===== src/rtl/pxs_ball_finder.sv =====
// Per-frame ball locator on the 26-bit RGB pixel tap; stream forwarded with one cycle of delay.
// Define PXS_BALL_FINDER_CENTER_EN to report the bounding-box centre instead of the min-1 corner.
`ifndef VGA
`define VGA 25:23
`endif
`ifndef XC
`define XC 22:13
`endif
`ifndef YC
`define YC 12:3
`endif
`ifndef RGB
`define RGB 2:0
`endif

module pxs_ball_finder #(
  parameter logic [2:0] MATCH_RGB  = 3'b111,
  parameter int         MIN_PIXELS = 4,
  parameter int         H_ACTIVE   = 640,
  parameter int         V_ACTIVE   = 480
) (
  input  logic        px_clk,
  input  logic        rst_n,
  input  logic [25:0] RGBStr_i,
  output logic [25:0] RGBStr_o,
  output logic [9:0]  x_ball,
  output logic [9:0]  y_ball,
  output logic        found,
  output logic        frame_done
);

  typedef enum logic [1:0] {SYNC = 2'd0, SCAN = 2'd1, COMMIT = 2'd2} state_t;

  localparam logic [10:0] H_LIM   = 11'(H_ACTIVE);
  localparam logic [10:0] V_LIM   = 11'(V_ACTIVE);
  localparam logic [18:0] MIN_LIM = 19'(MIN_PIXELS);
  localparam logic [18:0] CNT_MAX = {19{1'b1}};
  localparam logic [9:0]  MIN_CLR = 10'h3FF;

  function automatic logic [9:0] lower(input logic [9:0] a, input logic [9:0] b);
    return (a < b) ? a : b;
  endfunction

  function automatic logic [18:0] sat_inc(input logic [18:0] c);
    return (c == CNT_MAX) ? CNT_MAX : c + 19'd1;
  endfunction

`ifdef PXS_BALL_FINDER_CENTER_EN
  localparam logic [9:0] MAX_CLR = 10'h000;

  function automatic logic [9:0] upper(input logic [9:0] a, input logic [9:0] b);
    return (a > b) ? a : b;
  endfunction

  // Sum kept in 11 bits so the halved result never wraps.
  function automatic logic [9:0] ball_coord(input logic [9:0] lo, input logic [9:0] hi);
    logic [10:0] sum;
    sum = {1'b0, lo} + {1'b0, hi};
    return sum[10:1];
  endfunction
`else
  function automatic logic [9:0] ball_coord(input logic [9:0] lo);
    return (lo == 10'd0) ? 10'd0 : lo - 10'd1;
  endfunction
`endif

  state_t      state_q, state_d;
  logic [25:0] rgbstr_q;
  logic [9:0]  prev_yc_q;
  logic [9:0]  min_x_q, min_x_d, min_y_q, min_y_d;
  logic [18:0] cnt_q, cnt_d;
  logic [9:0]  snap_min_x_q, snap_min_x_d, snap_min_y_q, snap_min_y_d;
  logic [18:0] snap_cnt_q, snap_cnt_d;
  logic [9:0]  x_ball_q, x_ball_d, y_ball_q, y_ball_d;
  logic        found_q, found_d, frame_done_q, frame_done_d;
`ifdef PXS_BALL_FINDER_CENTER_EN
  logic [9:0]  max_x_q, max_x_d, max_y_q, max_y_d;
  logic [9:0]  snap_max_x_q, snap_max_x_d, snap_max_y_q, snap_max_y_d;
`endif

  logic [9:0] x_in_s, y_in_s;
  logic [2:0] rgb_in_s;
  logic       boundary_s, match_s, acc_upd_s, take_snap_s;

  assign x_in_s      = RGBStr_i[`XC];
  assign y_in_s      = RGBStr_i[`YC];
  assign rgb_in_s    = RGBStr_i[`RGB];
  assign boundary_s  = (y_in_s < prev_yc_q);
  assign match_s     = (rgb_in_s == MATCH_RGB) && ({1'b0, x_in_s} < H_LIM) && ({1'b0, y_in_s} < V_LIM);
  assign acc_upd_s   = match_s && ((state_q != SYNC) || boundary_s);
  assign take_snap_s = boundary_s && (state_q != SYNC);

  // Accumulators restart on a boundary and then absorb the boundary pixel, so it lands in the new frame.
  always_comb begin
    min_x_d = boundary_s ? MIN_CLR : min_x_q;
    min_y_d = boundary_s ? MIN_CLR : min_y_q;
    cnt_d   = boundary_s ? 19'd0   : cnt_q;
    min_x_d = acc_upd_s ? lower(x_in_s, min_x_d) : min_x_d;
    min_y_d = acc_upd_s ? lower(y_in_s, min_y_d) : min_y_d;
    cnt_d   = acc_upd_s ? sat_inc(cnt_d) : cnt_d;
    snap_min_x_d = take_snap_s ? min_x_q : snap_min_x_q;
    snap_min_y_d = take_snap_s ? min_y_q : snap_min_y_q;
    snap_cnt_d   = take_snap_s ? cnt_q   : snap_cnt_q;
`ifdef PXS_BALL_FINDER_CENTER_EN
    max_x_d = boundary_s ? MAX_CLR : max_x_q;
    max_y_d = boundary_s ? MAX_CLR : max_y_q;
    max_x_d = acc_upd_s ? upper(x_in_s, max_x_d) : max_x_d;
    max_y_d = acc_upd_s ? upper(y_in_s, max_y_d) : max_y_d;
    snap_max_x_d = take_snap_s ? max_x_q : snap_max_x_q;
    snap_max_y_d = take_snap_s ? max_y_q : snap_max_y_q;
`endif
  end

  // Frame FSM next state and result commit.
  always_comb begin
    state_d      = state_q;
    found_d      = found_q;
    x_ball_d     = x_ball_q;
    y_ball_d     = y_ball_q;
    frame_done_d = 1'b0;
    case (state_q)
      SYNC: begin
        state_d = boundary_s ? SCAN : SYNC;
      end
      SCAN: begin
        state_d = boundary_s ? COMMIT : SCAN;
      end
      COMMIT: begin
        state_d      = boundary_s ? COMMIT : SCAN;
        frame_done_d = 1'b1;
        found_d      = (snap_cnt_q >= MIN_LIM);
        if (snap_cnt_q >= MIN_LIM) begin
`ifdef PXS_BALL_FINDER_CENTER_EN
          x_ball_d = ball_coord(snap_min_x_q, snap_max_x_q);
          y_ball_d = ball_coord(snap_min_y_q, snap_max_y_q);
`else
          x_ball_d = ball_coord(snap_min_x_q);
          y_ball_d = ball_coord(snap_min_y_q);
`endif
        end else begin
          x_ball_d = x_ball_q;
          y_ball_d = y_ball_q;
        end
      end
      default: begin
        state_d = SYNC;
      end
    endcase
  end

  // State, accumulator, snapshot and output registers.
  always_ff @(posedge px_clk or negedge rst_n) begin
    if (!rst_n) begin
      state_q      <= SYNC;
      rgbstr_q     <= 26'd0;
      prev_yc_q    <= 10'd0;
      min_x_q      <= MIN_CLR;
      min_y_q      <= MIN_CLR;
      cnt_q        <= 19'd0;
      snap_min_x_q <= MIN_CLR;
      snap_min_y_q <= MIN_CLR;
      snap_cnt_q   <= 19'd0;
      x_ball_q     <= 10'd0;
      y_ball_q     <= 10'd0;
      found_q      <= 1'b0;
      frame_done_q <= 1'b0;
`ifdef PXS_BALL_FINDER_CENTER_EN
      max_x_q      <= MAX_CLR;
      max_y_q      <= MAX_CLR;
      snap_max_x_q <= MAX_CLR;
      snap_max_y_q <= MAX_CLR;
`endif
    end else begin
      state_q      <= state_d;
      rgbstr_q     <= RGBStr_i;
      prev_yc_q    <= y_in_s;
      min_x_q      <= min_x_d;
      min_y_q      <= min_y_d;
      cnt_q        <= cnt_d;
      snap_min_x_q <= snap_min_x_d;
      snap_min_y_q <= snap_min_y_d;
      snap_cnt_q   <= snap_cnt_d;
      x_ball_q     <= x_ball_d;
      y_ball_q     <= y_ball_d;
      found_q      <= found_d;
      frame_done_q <= frame_done_d;
`ifdef PXS_BALL_FINDER_CENTER_EN
      max_x_q      <= max_x_d;
      max_y_q      <= max_y_d;
      snap_max_x_q <= snap_max_x_d;
      snap_max_y_q <= snap_max_y_d;
`endif
    end
  end

  assign RGBStr_o   = rgbstr_q;
  assign x_ball     = x_ball_q;
  assign y_ball     = y_ball_q;
  assign found      = found_q;
  assign frame_done = frame_done_q;

endmodule


===== config.mk =====
export PLATFORM = sky130hd
export DESIGN_NAME = pxs_ball_finder
export DESIGN_NICKNAME = d
export VERILOG_FILES = /design/src/rtl/pxs_ball_finder.sv
export SDC_FILE = /design/constraint.sdc
export NUM_CORES = 1
export LEC_CHECK = 0
export ABC_CLOCK_PERIOD_IN_PS = 4250
export BUFFER_PORTS_ARGS = -buffer_cell sky130_fd_sc_hd__buf_2
export CORE_ASPECT_RATIO = 1.2
export CORE_MARGIN = 8
export CORE_UTILIZATION = 58
export CTS_BUF_LIST = sky130_fd_sc_hd__clkbuf_16
export CTS_CLUSTER_DIAMETER = 100
export DETAILED_ROUTE_END_ITERATION = 7
export PLACE_DENSITY_LB_ADDON = 0.1
export SYNTH_ARGS = -nofsm -noshare
export SYNTH_HDL_FRONTEND = slang
export SYNTH_SLANG_ARGS = --single-unit

===== constraint.sdc =====
create_clock -name px_clk -period 4.25 [get_ports px_clk]
set_input_delay 0.2125 -clock px_clk [delete_from_list [all_inputs] [get_ports px_clk]]
set_output_delay 0.2125 -clock px_clk [all_outputs]
set_load 0.01 [all_outputs]

Yosys cells after proc, flatten, opt, wreduce, memory -nomap -nowiden:

Cells that the tools add are included.

* add/sub/neg operators: 3
* mux-type cells: 15
* eq/ne operators: 4
* reductions and logical operators: 11
* order comparisons: 6

Operator list (number)
* 10-bit two-way mux: 8
* 19-bit two-way mux: 3
* 10-bit less-than comparator: 3
* 10-bit logical NOT: 2
* 10-bit by 1-bit subtractor with 10-bit output, second input constant: 2
* 19-bit by 1-bit adder with 19-bit output, second input constant: 1
* 19-bit equality test, second input constant: 1
* 19-bit by 3-bit >= comparator with 1-bit output, second input constant: 1
* 10-bit less-than comparator, second input constant: 1
* 10-bit by 9-bit less-than comparator with 1-bit output, second input constant: 1
* 1-bit logical AND: 4
* 2-bit one-hot mux with 2 select lines: 1
* 3-bit equality test, second input constant: 1
* 2-bit by 1-bit equality test with 1-bit output, second input constant: 1
* 2-bit equality test, second input constant: 1
* 2-bit logical NOT: 1
* 1-bit two-way mux: 2
* 2-bit two-way mux: 1
* 2-bit AND reduction: 1
* 2-bit nonzero test: 1
* 2-bit OR reduction: 1
* 1-bit logical OR: 1

* input bits: 28
* register bits: 138

Logic depth before layout (Yosys ltp):

* depth after elaboration: 5
* depth in mapped cells: 18
* mapped depth without buffers: 15

Least setup slack after synthesis:

Ideal clock, no wire load.

* kind: reg-to-reg
* start point: reg prev_yc_q[3]
* end point: reg min_x_q[0]
* path slack: 1046 ps
* library setup time: 75 ps
* cell stages (with the launch flop): 19
* arrival time: 3129 ps
* buffers on the path: 3
* clock period less this slack: 3204 ps
* cell sequence: dfrtp_1 > inv_1 > ha_1 > a211o_1 > a21oi_1 > o21ai_0 > a21oi_1 > buf_2 > buf_1 > nor2_1 > ha_1 > a21o_1 > nand3_1 > a21oi_1 > nor2_1 > nand3_1 > a21oi_1 > buf_4 > mux2i_1

* word-level cells in the longest chain between the ends: 5

Ends and longest elaborated chain
* start: declaration: line 69 `logic [9:0] prev_yc_q;`
* start signal: assignment: line 176 `prev_yc_q <= y_in_s;`
* 10-bit less-than comparator (*): line 88 `assign boundary_s = (y_in_s < prev_yc_q);`
* 10-bit two-way mux: line 95 `min_x_d = boundary_s ? MIN_CLR : min_x_q;`
* 10-bit less-than comparator: line 41 `return (a < b) ? a : b;`
* 10-bit two-way mux: line 41
* 10-bit two-way mux (*): line 98 `min_x_d = acc_upd_s ? lower(x_in_s, min_x_d) : min_x_d;`
* via min_x_d[0]: line 70 `logic [9:0] min_x_q, min_x_d, min_y_q, min_y_d;`
* end signal: assignment: line 177 `min_x_q <= min_x_d;`
* end: declaration: line 70

Mark *: on every way through the listed nets, which the timed path passes. The rest lies on a longest branch.
A chain may end at the register's enable or synchronous reset.

Worst setup path after layout:

* start point: in RGBStr_i[8]
* end point: reg cnt_q[0]

* word-level cells in the longest chain between the ends: 5

Ends and longest elaborated chain
* start: declaration: line 24 `input logic [25:0] RGBStr_i,`
* 10-bit less-than comparator: line 88
* 19-bit two-way mux: line 97 `cnt_d = boundary_s ? 19'd0 : cnt_q;`
* 19-bit by 1-bit adder with 19-bit output / 19-bit equality test (equally long branches): line 45 `return (c == CNT_MAX) ? CNT_MAX : c + 19'd1;`
* 19-bit two-way mux: line 45
* 19-bit two-way mux (*): line 100 `cnt_d = acc_upd_s ? sat_inc(cnt_d) : cnt_d;`
* via cnt_d[0]: line 71 `logic [18:0] cnt_q, cnt_d;`
* end signal: assignment: line 179 `cnt_q <= cnt_d;`
* end: declaration: line 71

Marks and branches as above.

==> qor.csv <==
stage;metric;value;unit
critical_path;cells along the critical path;dlygate4sd3_1, buf_2, ha_1, nand4_1, o21ai_0, a21oi_4, nor2b_1, ha_1, nand4_2, or2_1, or3_1, and3_4, a221oi_4;
critical_path;Setup crit start kind;primary input;
synth;post-synth top area cell;dfrtp_1;
floorplan;area of the core;9860;sq um
synth;area share of the largest cell type after synthesis;37.1;%
critical_path;critical path fanouts, max;16;
floorplan;die area;13500;sq um
synth;#FFs+latches synth;126;
clock_tree;post-CTS sizing;0;
global_routing;Total GRT Usage;20.0;%
clock_tree;Max clock buf depth;2;
synth;Post-Syn Area;5800;sq um
pwr;Leak Pwr;0.00336;uW
synth;Synth area leaders;dfrtp_1 37%, dfstp_2 18%, ha_1 6.9%;
min_path;hold-critical path depth;2;
place;Area after DPL;6330;sq um
place;IO Port Bufs;75;
sta;Setup TNS;0;ns
final_layout;antenna cells;0;
final_layout;commonest non-fill, non-tap cells in the layout;86 x dfrtp_1, 74 x buf_2, 45 x nor2_1;
run_status;outcome;finished clean;
min_path;min-delay worst type;primary input to register;
clock_tree;CTS tree;yes;
route;Final ANT Viol Nets;0;
place;GP Congestion;0.803;
floorplan;Die Ht;126;um
place;DP HPWL;8650;um
global_routing;largest net degree at the start of global routing;73;
final_layout;final net count;688;
clock_tree;clk root buf;clkbuf_16;
route;Initial DRC Count;167;
synth;Synth Area in Compound Gates;7.75;%
route;drt pass-1 iters;4;
synth;mux contribution to synthesized area;10.3;%
final_layout;Layout area overhead;24.0;%
synth;Synth Area in Simple Gates;11.6;%
synth;FFs w/ async S/R, synth;100;%
run;max-cap violation count;0;
final_layout;final instance area;7190;sq um
synth;largest family of logic cells by synthesized area;simple AND/OR/NAND/NOR gates;
sta;RSZ-0062 raised after global routing;no;
final_layout;share of layout cells above drive strength 1;30.1;%
synth;post-synth cell types;45;
critical_path;CP top delay family;simple AND/OR/NAND/NOR gates;
sta;relative slew slack;40.1;%
global_routing;first-pass GRT wire length;21300;um
pwr;pwr dens;441;nW/um^2
clock_tree;CTS Buf Count;17;
synth;post-synthesis sequential area ratio;55.3;%
sta;final hold viol count;0;
critical_path;Crit path top cell by count;ha_1;
clock_tree;# clock sinks;126;
synth;post-synth net total;576;
sta;Final WS setup;0.338;ns
route;wirelength, routed;12500;um
clock_tree;Clk Latency, worst-skew pair;0.41;ns
global_routing;vias in the first global route;4468;
critical_path;CP max stage cell;or3_1;
synth;Avg Cell Area, Syn;11.2;sq um
final_layout;FILL cells;701;
sta;min Tclk post-route;3.91;ns
place;placed insts;707;
critical_path;slowest stage delay, CP;0.55;ns
route;Remaining DRCs;0;
final_layout;Finished Layout Cells;767;
floorplan;I/O pins;76;
sta;max-slew violations;0;
global_routing;global route overflow;0;
critical_path;CP arrival;4.23;ns
route;vias;4186;
critical_path;reg2reg path depth;12;
synth;yosys warns;0;
global_routing;initial antenna violation count;0;
pwr;Peak VDD IR;0.343;mV
critical_path;Worst Path Buf+Inv;2;
sta;FMAX;0.256;GHz
critical_path;CP Capture Type;register;
pwr;total power;3170;uW
clock_tree;CTS clock-pin slew for the worst setup and hold paths;0.05;ns
route;wire length per cell;16.3;um
floorplan;Die X;107;um
final_layout;most common cell after layout, fill and taps aside;dfrtp_1;
synth;Adder-Cell Fraction of Synth Area;6.91;%
sta;final clock skew;0.00724;ns
synth;Synth Instances;516;
place;DP Worst Slack;0.391;ns
critical_path;CP required;4.57;ns
sta;Tcrit/Tclk final;92.1;%
route;vias per inst;5.46;
critical_path;Setup Crit Path Kind;primary input to register;
floorplan;site row count;40;
synth;Post-synth top flop;dfrtp_1;
floorplan;Initial Util;58.8;%
clock_tree;CTS H-tree lvls;4;
sta;setup violators final;0;
synth;EDFF count, synth;0;
critical_path;stages on the worst setup path;13;
sta;Slew @ Worst Pin;0.898;ns
synth;XOR/XNOR share of the synthesized area;3.93;%
routing by layer:
layer | global-route usage, % | up-vias | wire, um
met5 | 0 | - | 0
met4 | 8.55 | 0 | 255
met3 | 5.76 | 19 | 492
met2 | 36.1 | 89 | 6990
met1 | 20.9 | 2081 | 4780
li1 | - | 1997 | -
power breakdown:
group          internal (uW)  leakage [uW]  switching (uW)
registers               1300       0.00156            43.5
clock network            906      0.000286             502
logic                    178       0.00151             243
final cells by class:
type | count | area [sq um] | area share [%]
clock buffers | 17 | 425 | 5.92
repair buffers | 110 | 708 | 9.86
well taps | 126 | 158 | 2.19
clock inverters | 15 | 154 | 2.14
inverters | 43 | 161 | 2.25
multi-input cells | 330 | 2380 | 33.1
flip-flops and latches | 126 | 3200 | 44.6
path summary, 6_finish.rpt:
kind                                        start                     end  slack, ns
max                                   RGBStr_i[8]      cnt_q[0]$_DFF_PN0_       0.34
min                                  RGBStr_i[23]  RGBStr_o[23]$_DFF_PN0_       0.45
max reg2reg                prev_yc_q[4]$_DFF_PN0_      cnt_q[0]$_DFF_PN0_       0.49
min reg2reg                 x_ball[6]$_DFFE_PN0P_   x_ball[6]$_DFFE_PN0P_       0.48
min in group asynchronous                   rst_n  RGBStr_o[19]$_DFF_PN0_       0.47
max in group asynchronous                   rst_n   x_ball[6]$_DFFE_PN0P_       2.61
worst reg2reg max path, cell delays in order, from the launching register on:
cell and delay (ns):
dfrtp_1 0.35, inv_1 0.05, ha_1 0.28, nand4_1 0.09, o21ai_0 0.53, a21oi_4 0.27
nor2b_1 0.34, ha_1 0.26, nand4_2 0.14, or2_1 0.35, or3_1 0.55, and3_4 0.27
a221oi_4 0.20
state kept, by name, indices dropped and copies added (netlist names):
name / cells
RGBStr_o: 17
cnt_q: 19
found: 1
frame_done: 1
min_x_q: 10
min_y_q: 10
prev_yc_q: 9
snap_cnt_q: 17
snap_min_x_q: 10
snap_min_y_q: 10
state_q: 2
x_ball: 10
y_ball: 10
stage by stage:
stage                     hold slack [ns]  utilization (%)
after floorplan                   -0.0831                -
after global placement              0.320             64.2
after detailed placement            0.322             64.2
after CTS                           0.432             72.8
after global routing                0.435             72.9
final                               0.448             72.9
Yosys cell counts, types with 2 or more instances:
library cell	instances
dfrtp_1	86
nor2_1	45
inv_1	43
dfstp_2	40
mux2_2	35
nand2_1	33
ha_1	32
o21ai_0	32
a21oi_1	28
mux2i_1	20
xnor2_1	15
nand3_1	14
nand4_1	11
xor2_1	11
buf_2	9
nor3_1	9
a21o_1	5
nor4_1	5
or3_1	5
nor2b_1	4
buf_1	3
clkbuf_1	3
and2_1	2
and3_1	2
and4b_1	2
buf_4	2
nand2b_1	2
cell families (layout without fill, tap and decap cells):
logic type                 after synthesis  in the layout
and+or+nand+nor                        140            140
xor gates and xnor gates                26             26
DFF                                    126            126
adders and majority gates               32             32
buffers and inverters                   61            185
AOI/OAI and AO/OA                       76             77
muxes                                   55             55
what timing repair did:
item	in CTS	in global routing
endpoints found under the hold margin	81	0
endpoints found under the setup margin	0	6
hold buffers	27	0
setup buffers	0	0
(Power assumes the default switching activity.)
